## src/rtl/hazard_unit.sv

```systemverilog
// Purpose : pipeline hazard control - load-use stall, operand bypass select, flush window, halt drain.
// Latency : stall_if/bubble/flush combinational from ID inputs; byp*_sel registered (valid for the EX consumer).
// Backpressure: stall_if holds PC and IM_ID; bubble turns the ID_EX entry into a NOP; halted is sticky until reset.
//
// Ports:
//   clk, rst_n                      - clock, asynchronous active-low reset
//   id_valid/re0/re1/we/ld/hlt      - flags of the instruction currently in ID
//   id_p0_addr/p1_addr/dst_addr     - its source and destination registers
//   flow_change                     - taken branch/jump resolved in EX (one-cycle pulse)
//   stall_if, bubble, flush, halted - pipeline control outputs
//   byp0_sel, byp1_sel              - 0 = RF, k = producer k stages ahead of the EX consumer
module hazard_unit #(
  parameter int AW           = 4,
  parameter int BYP_STAGES   = 2,
  parameter int LD_LAT       = 1,
  parameter int FLUSH_CYCLES = 2
) (
  input  logic          clk,
  input  logic          rst_n,
  input  logic          id_valid,
  input  logic          id_re0,
  input  logic          id_re1,
  input  logic          id_we,
  input  logic          id_ld,
  input  logic          id_hlt,
  input  logic [AW-1:0] id_p0_addr,
  input  logic [AW-1:0] id_p1_addr,
  input  logic [AW-1:0] id_dst_addr,
  input  logic          flow_change,
  output logic          stall_if,
  output logic          bubble,
  output logic [2:0]    byp0_sel,
  output logic [2:0]    byp1_sel,
  output logic          flush,
  output logic          halted
);

  localparam logic [1:0] RUN    = 2'd0;
  localparam logic [1:0] DRAIN  = 2'd1;
  localparam logic [1:0] HALTED = 2'd2;

  typedef struct packed {
    logic          we;
    logic          ld;
    logic [AW-1:0] dst;
  } shadow_t;

  // Entry 0 mirrors EX, entry i mirrors EX+i.
  shadow_t                 sh_q [BYP_STAGES];
  shadow_t                 ent_in;
  logic [BYP_STAGES-1:0]   m0;
  logic [BYP_STAGES-1:0]   m1;
  logic                    hazard;
  logic [2:0]              sel0_nxt;
  logic [2:0]              sel1_nxt;
  logic [2:0]              fcnt_q;
  logic [2:0]              dcnt_q;
  logic [1:0]              state_q;
  logic                    run;
  logic                    go_halt;

  assign run = (state_q == RUN);

  // Source/entry match; R0 is hard-wired zero so it is never forwarded.
  always_comb begin
    m0 = '0;
    m1 = '0;
    for (int i = 0; i < BYP_STAGES; i++) begin
      m0[i] = id_re0 && (id_p0_addr != '0) && sh_q[i].we && (sh_q[i].dst == id_p0_addr);
      m1[i] = id_re1 && (id_p1_addr != '0) && sh_q[i].we && (sh_q[i].dst == id_p1_addr);
    end
  end

  // Load-use: a load whose data is not yet forwardable (entry index below LD_LAT).
  always_comb begin
    hazard = 1'b0;
    for (int i = 0; i < BYP_STAGES; i++) begin
      if ((i < LD_LAT) && sh_q[i].ld && (m0[i] || m1[i])) hazard = 1'b1;
    end
    hazard = hazard && id_valid;
  end

  // Youngest matching producer wins: scan oldest to youngest so the lowest index lands last.
  always_comb begin
    sel0_nxt = 3'd0;
    sel1_nxt = 3'd0;
    for (int i = BYP_STAGES - 1; i >= 0; i--) begin
      if (m0[i]) sel0_nxt = 3'(i + 1);
      if (m1[i]) sel1_nxt = 3'(i + 1);
    end
  end

  // Flow changes only count while running; DRAIN/HALTED ignore them.
  assign flush   = run && (flow_change || (fcnt_q != 3'd0));
  assign go_halt = run && id_valid && id_hlt && !flush && !hazard;

  // Flush beats load-use on stall_if so the redirected fetch is not held.
  always_comb begin
    stall_if = 1'b1;
    bubble   = 1'b1;
    if (run) begin
      stall_if = hazard && !flush;
      bubble   = hazard || flush;
    end
  end

  assign halted = (state_q == HALTED);

  always_comb begin
    ent_in = '0;
    if (!bubble) begin
      ent_in.we  = id_we && id_valid;
      ent_in.ld  = id_ld && id_valid;
      ent_in.dst = id_dst_addr;
    end
  end

  always_ff @(posedge clk or negedge rst_n) begin
    if (!rst_n) begin
      for (int i = 0; i < BYP_STAGES; i++) sh_q[i] <= '0;
      byp0_sel <= 3'd0;
      byp1_sel <= 3'd0;
    end else begin
      sh_q[0] <= ent_in;
      for (int i = 1; i < BYP_STAGES; i++) sh_q[i] <= sh_q[i-1];
      byp0_sel <= sel0_nxt;
      byp1_sel <= sel1_nxt;
    end
  end

  // Flush window: reloads (never accumulates) on each flow change.
  always_ff @(posedge clk or negedge rst_n) begin
    if (!rst_n) begin
      fcnt_q <= 3'd0;
    end else if (run && flow_change) begin
      fcnt_q <= 3'(FLUSH_CYCLES - 1);
    end else if (fcnt_q != 3'd0) begin
      fcnt_q <= fcnt_q - 3'd1;
    end
  end

  // Halt FSM: DRAIN lasts BYP_STAGES+1 cycles so every in-flight instruction retires.
  always_ff @(posedge clk or negedge rst_n) begin
    if (!rst_n) begin
      state_q <= RUN;
      dcnt_q  <= 3'd0;
    end else begin
      case (state_q)
        RUN: begin
          if (go_halt) begin
            state_q <= DRAIN;
            dcnt_q  <= 3'(BYP_STAGES);
          end
        end
        DRAIN: begin
          if (dcnt_q == 3'd0) state_q <= HALTED;
          else                dcnt_q  <= dcnt_q - 3'd1;
        end
        HALTED:  state_q <= HALTED;
        default: state_q <= RUN;
      endcase
    end
  end

endmodule

```

## config.mk

```make
export PLATFORM = sky130hd
export DESIGN_NAME = hazard_unit
export DESIGN_NICKNAME = d
export VERILOG_FILES = /design/src/rtl/hazard_unit.sv
export SDC_FILE = /design/constraint.sdc
export NUM_CORES = 1
export LEC_CHECK = 0
export BUFFER_PORTS_ARGS = -buffer_cell sky130_fd_sc_hd__buf_2
export CAP_MARGIN = 10
export CELL_PAD_IN_SITES_DETAIL_PLACEMENT = 0
export CELL_PAD_IN_SITES_GLOBAL_PLACEMENT = 2
export CORE_MARGIN = 1
export CORE_UTILIZATION = 34
export DETAILED_ROUTE_END_ITERATION = 16
export PLACE_DENSITY_LB_ADDON = 0.1
export SYNTH_ARGS = -nofsm -noshare
export SYNTH_HDL_FRONTEND = slang
export SYNTH_SLANG_ARGS = --single-unit
```

## constraint.sdc

```tcl
create_clock -name clk -period 3.75 [get_ports clk]
set_input_delay 0.9375 -clock clk [delete_from_list [all_inputs] [get_ports clk]]
set_output_delay 0.9375 -clock clk [all_outputs]
set_load 0.01 [all_outputs]
```

# After elaboration in Yosys (flattened, before gate mapping)
# Index checks and enable logic that the tools add are counted.
[word_totals]
ff_bits = 25
latchBits = 0
ramBits = 0
rom_bits = 0
out_inout_bits = 10
elab_cells = 72
mem_count = 0
[classes]
add_sub_neg = 2
multipliers = 0
div_mod_pow = 0
order_cmp = 0
n_eq_ne = 9
n_shift = 0
n_mux = 16
n_bitwise = 0
n_reduce_logical = 35
[op_table]
columns = ["op", "count"]
rows = [
  ["logical AND 1 bit", 21],
  ["2-to-1 mux 3 bit", 6],
  ["equality test 4 bit", 4],
  ["2-to-1 mux 2 bit", 4],
  ["nonzero test 4 bit", 2],
  ["2-to-1 mux 6 bit", 1],
  ["one-hot mux 2 bit (3 select lines)", 1],
  ["one-hot mux 3 bit (2 select lines)", 1],
  ["subtractor 3 x 1 -> 3 bit, second input constant", 2],
  ["inequality test 2 bit, second input constant", 2],
  ["nonzero test 2 bit", 2],
  ["logical NOT 3 bit", 1],
  ["logical OR 1 bit", 3],
  ["2-to-1 mux 1 bit", 3],
  ["AND reduction 3 bit", 1],
  ["nonzero test 3 bit", 1],
  ["equality test 2 x 1 -> 1 bit, second input constant", 1],
  ["equality test 2 bit, second input constant", 1],
  ["logical NOT 1 bit", 2],
  ["logical NOT 2 bit", 1],
  ["inequality test 2 x 1 -> 1 bit, second input constant", 1],
  ["AND reduction 2 bit", 1],
]

# Longest topological paths before layout
[depth]
ltp_word = 12
mapped_depth = 8
mapped_depth_nobuf = 8

# Worst setup path before layout
# No wires, ideal clock.
[synth_timing]
kind = "input port to output port"
from = "input id_p1_addr[3]"
to = "output stall_if"
t_arrival_ps = 2014
t_required_ps = 2812
path_slack_ps = 798
stages = 5
path_buffers = 0
path_cell_list = "xor2_1 -> nor4_2 -> nor2_1 -> o21ai_0 -> nor2b_1"
[synth_via]
elab_chain_cells = 10
elab_cells_between_ends = 11
[synth_rtl]
columns = ["element", "line_no", "source"]
rows = [
  ["start, declared", "27", "input logic [AW-1:0] id_p1_addr,"],
  ["nonzero test 4 bit", "70", "m1[i] = id_re1 && (id_p1_addr != '0) && sh_q[i].we && (sh_q[i].dst == id_p1_addr);"],
  ["logical AND 1 bit (2 in series)", "70", ""],
  ["logical AND 1 bit (*)", "70", ""],
  ["named net m1[0]", "52", "logic [BYP_STAGES-1:0] m1;"],
  ["logical OR 1 bit (*)", "78", "if ((i < LD_LAT) && sh_q[i].ld && (m0[i] || m1[i])) hazard = 1'b1;"],
  ["logical AND 1 bit (*)", "78", ""],
  ["2-to-1 mux 1 bit (*)", "78", ""],
  ["logical AND 1 bit (*)", "80", "hazard = hazard && id_valid;"],
  ["logical AND 1 bit (*)", "102", "stall_if = hazard && !flush;"],
  ["2-to-1 mux 1 bit (*)", "101", "if (run) begin"],
  ["end, declared", "30", "output logic stall_if,"],
]
# Mark *: on every way through the listed nets, which the timed path passes. The rest lies on a longest branch.

# Final worst setup path
[layout_timing]
from = "input id_p1_addr[0]"
to = "output bubble"
[layout_via]
elab_chain_cells = 10
elab_cells_between_ends = 11
[layout_rtl]
columns = ["element", "line_no", "source"]
rows = [
  ["nonzero test 4 bit", "70", ""],
  ["logical AND 1 bit (2 in series)", "70", ""],
  ["logical AND 1 bit (*)", "70", ""],
  ["named net m1[0]", "52", ""],
  ["logical OR 1 bit (*)", "78", ""],
  ["logical AND 1 bit (*)", "78", ""],
  ["2-to-1 mux 1 bit (*)", "78", ""],
  ["logical AND 1 bit (*)", "80", ""],
  ["logical OR 1 bit (*)", "103", "bubble = hazard || flush;"],
  ["2-to-1 mux 1 bit (*)", "101", ""],
  ["end, declared", "31", "output logic bubble,"],
]
# Marks and branches as above.

==> flow_summary.toml <==
[critical_path]
critPathMostFrequentCell = "buf_2"
worstSetupEndpointType = "primary output"
cp-start-kind = "primary input"
path_cells = "buf_2 > o41a_1 > nand3_1 > nor4_2 > nor2_1 > o211ai_1 > buf_2"
crit_arrival_ns = 2.43
path_class = "primary input to primary output"
reg2reg_depth = 7
cpPeakStageDelay_ns = 0.44
crit_fanout = 5
slowest_stage = "o211ai_1"
critPathRequiredTime_ns = 2.81

[sta]
rsz0062_at_grt = "no"
period_minus_slack_ns = 3.37
fin_skew_ns = 0.00249
maxSlewViolCount = 0
hold_viol = 0
min_period_over_period_pct = 89.8
setup-violations-final = 0
max_clock_freq_mhz = 297
holdWs_ns = 0.441
worst-slew-pin-transition_ns = 0.511
max_slew_margin_pct = 65.9
fin_tns_setup_ns = 0

[yosys]
syn_avg_cell_area_sq_um = 9.99
yosys_warnings = 0
synth_most_common_cell = "dfrtp_1"
netlist_area_sq_mm = 0.00124
synth_top_family_by_area = "simple AND/OR/NAND/NOR gates"
synthAdderAreaFrac_pct = 8.08
synth_common_cells = "dfrtp_1 (23), inv_1 (15), nand2_1 (11), xnor2_1 (11), nor2_1 (9)"
synth_edf_count = 0
synthXorXnorAreaFrac_pct = 12.0
synthArstFlopShare_pct = 100
synth_seq_cells = 23
synth_top_cell_by_area = "dfrtp_1"
muxShareOfSynthArea_pct = 0.808
netlist_top_cells_area = "dfrtp_1 (46%), ha_1 (8.1%), xnor2_1 (7.8%), inv_1 (4.5%), xor2_1 (4.2%)"
syn_inst = 124
synth_top_cell_area_share_pct = 46.5
synth_cell_types = 29
synthSimpleGateAreaFrac_pct = 15.6
ys_seq_area_share_pct = 46.5
synth-compound-area-share_pct = 10.7
synth_flop_cell = "dfrtp_1"

[finish]
drive_gt1_share_pct = 24.0
syn_to_final_growth_pct = 16.9
fill_cells = 367
final_nets = 184
finish.utilization_pct = 42.4
antennaDiodeCount = 0
seqCellArea_sq_um = 576
finalInstanceArea_sq_mm = 0.00145
multi_input_area_sq_um = 592

[floorplan]
rows = 21
ioPinCount = 31
die_w_microns = 62.4
initial_utilization_pct = 36.3
die_height_microns = 62.4
core_sq_mm = 0.00342
die_area_sq_mm = 0.00389

[clocking]
clkLatencyLatePin_ns = 0.31
cts_hold_buf = 0
clkSinkCount = 23
cts_tree = "done"
cts_setup_buffers = 0
clkSlewWorstSetupHoldPaths_ns = 0.12
cts_max_level = 1
numCtsBuffers = 3
max-clock-path-buffers = 2
clockRootBuffer = "clkbuf_4"
ctsResizeCount = 0

[routing]
routed_via_density = 4.60
wl_per_cell_microns = 12.0
antenna_left = 0
routed_wirelength_microns = 2410
first_pass_iters = 6
drt_iter0_markers = 17
drcViolationCount = 0
via_count = 920

[place]
post_dp_cell_area_sq_mm = 0.00142
gp_congestion = 0.796
numPortBuffers = 28
post-dp-hpwl_microns = 1900

[status]
status = "finished, final reports clean"

[grt]
globalRouteTotalUtil_pct = 14.0
grt_pass1_wl_microns = 4220
grt_overflow = 0
grt_util_met2_pct = 21.6
met1_usage_pct = 18.9
use_met3_pct = 3.86
grt_busiest_layer = "met2"
antenna_found_initial = 0
grt_max_degree = 24
grt_pass1_vias = 930

[pwr]
pwr-share-seq_pct = 40.4
p_int_uw = 515
switchingPower_uw = 335
p_sw_share_pct = 39.4
p_per_area_mw_per_mm2 = 587
p_clk_share_pct = 13.2
pwr-share-comb_pct = 46.4
leakage_uw = 0.000729
vdd_drop_max_v = 0.000231

[hold_path]
hold_depth = 0
hp-class = "flip-flop to flip-flop"

[flow_run]
cap_viol_max_count = 0
placed cells by master (no fill, tap or decap), drive strengths merged, types with 2 or more instances in the layout:
cell type	n
nor4	2
inv	15
nand2b	3
xnor2	11
a21oi	2
nor3	5
nand2	11
conb	2
ha	8
o22ai	2
dfrtp	23
nor2	9
xor2	6
o41a	2
nand3	7
o21ai	5
clkbuf	4
buf	28
routing by layer:
layer	wire, microns	vias to the layer above
li1	-	463
met1	1160	429
met2	1110	24
met3	107	4
met4	27	0
met5	0	-
critical path, delay by kind of cell:
family	cells	cell delay, ns
AO/OA/AOI/OAI	2	0.62
buffers and inverters	2	0.34
AND/OR/NAND/NOR	3	0.53
layout make-up:
type                       instances  area share [%]
multi-input combinational         84            40.9
inverter                          15            3.89
sequential                        23            39.8
clock buffer                       4            1.82
timing repair buffer              28            9.68
tap                               46            3.98
power by group through the flow:
stage	combinational (uW)	clock (uW)	sequential [uW]
finish	395	112	343
global placement	399	0	349
floorplan	304	0	339
detailed placement	399	0	349
global route	459	129	351
CTS	402	120	344
registers in the layout (all words and copies together) (netlist names):
signal    count
fcnt_q        3
byp1_sel      2
dcnt_q        3
sh_q         11
byp0_sel      2
state_q       2
logic make-up after synthesis:
kind of cell,Yosys count
simple gates,38
flops,23
compound gates,18
buf+inv,18
xor+xnor,17
fa+ha+maj,8
other cells,1
mux,1
through the flow:
step,power (uW),cells,setup slack [ns]
detailed placement,749,196,0.374
global route,939,200,0.233
finish,850,200,0.382
global placement,747,196,0.393
floorplan,643,125,0.798
CTS,865,200,0.370
path summary, 6_finish.rpt:
path,start,endpoint,slack (ns)
min,sh_q[11]$_DFF_PN0_,sh_q[5]$_DFF_PN0_,0.44
max in group asynchronous,rst_n,sh_q[11]$_DFF_PN0_,2.83
max,id_p1_addr[0],bubble,0.38
min in group asynchronous,rst_n,state_q[1]$_DFFE_PN0P_,0.58
min reg2reg,sh_q[11]$_DFF_PN0_,sh_q[5]$_DFF_PN0_,0.44
max reg2reg,state_q[0]$_DFFE_PN0P_,dcnt_q[1]$_DFFE_PN0P_,1.92
(Power assumes the default switching activity.)
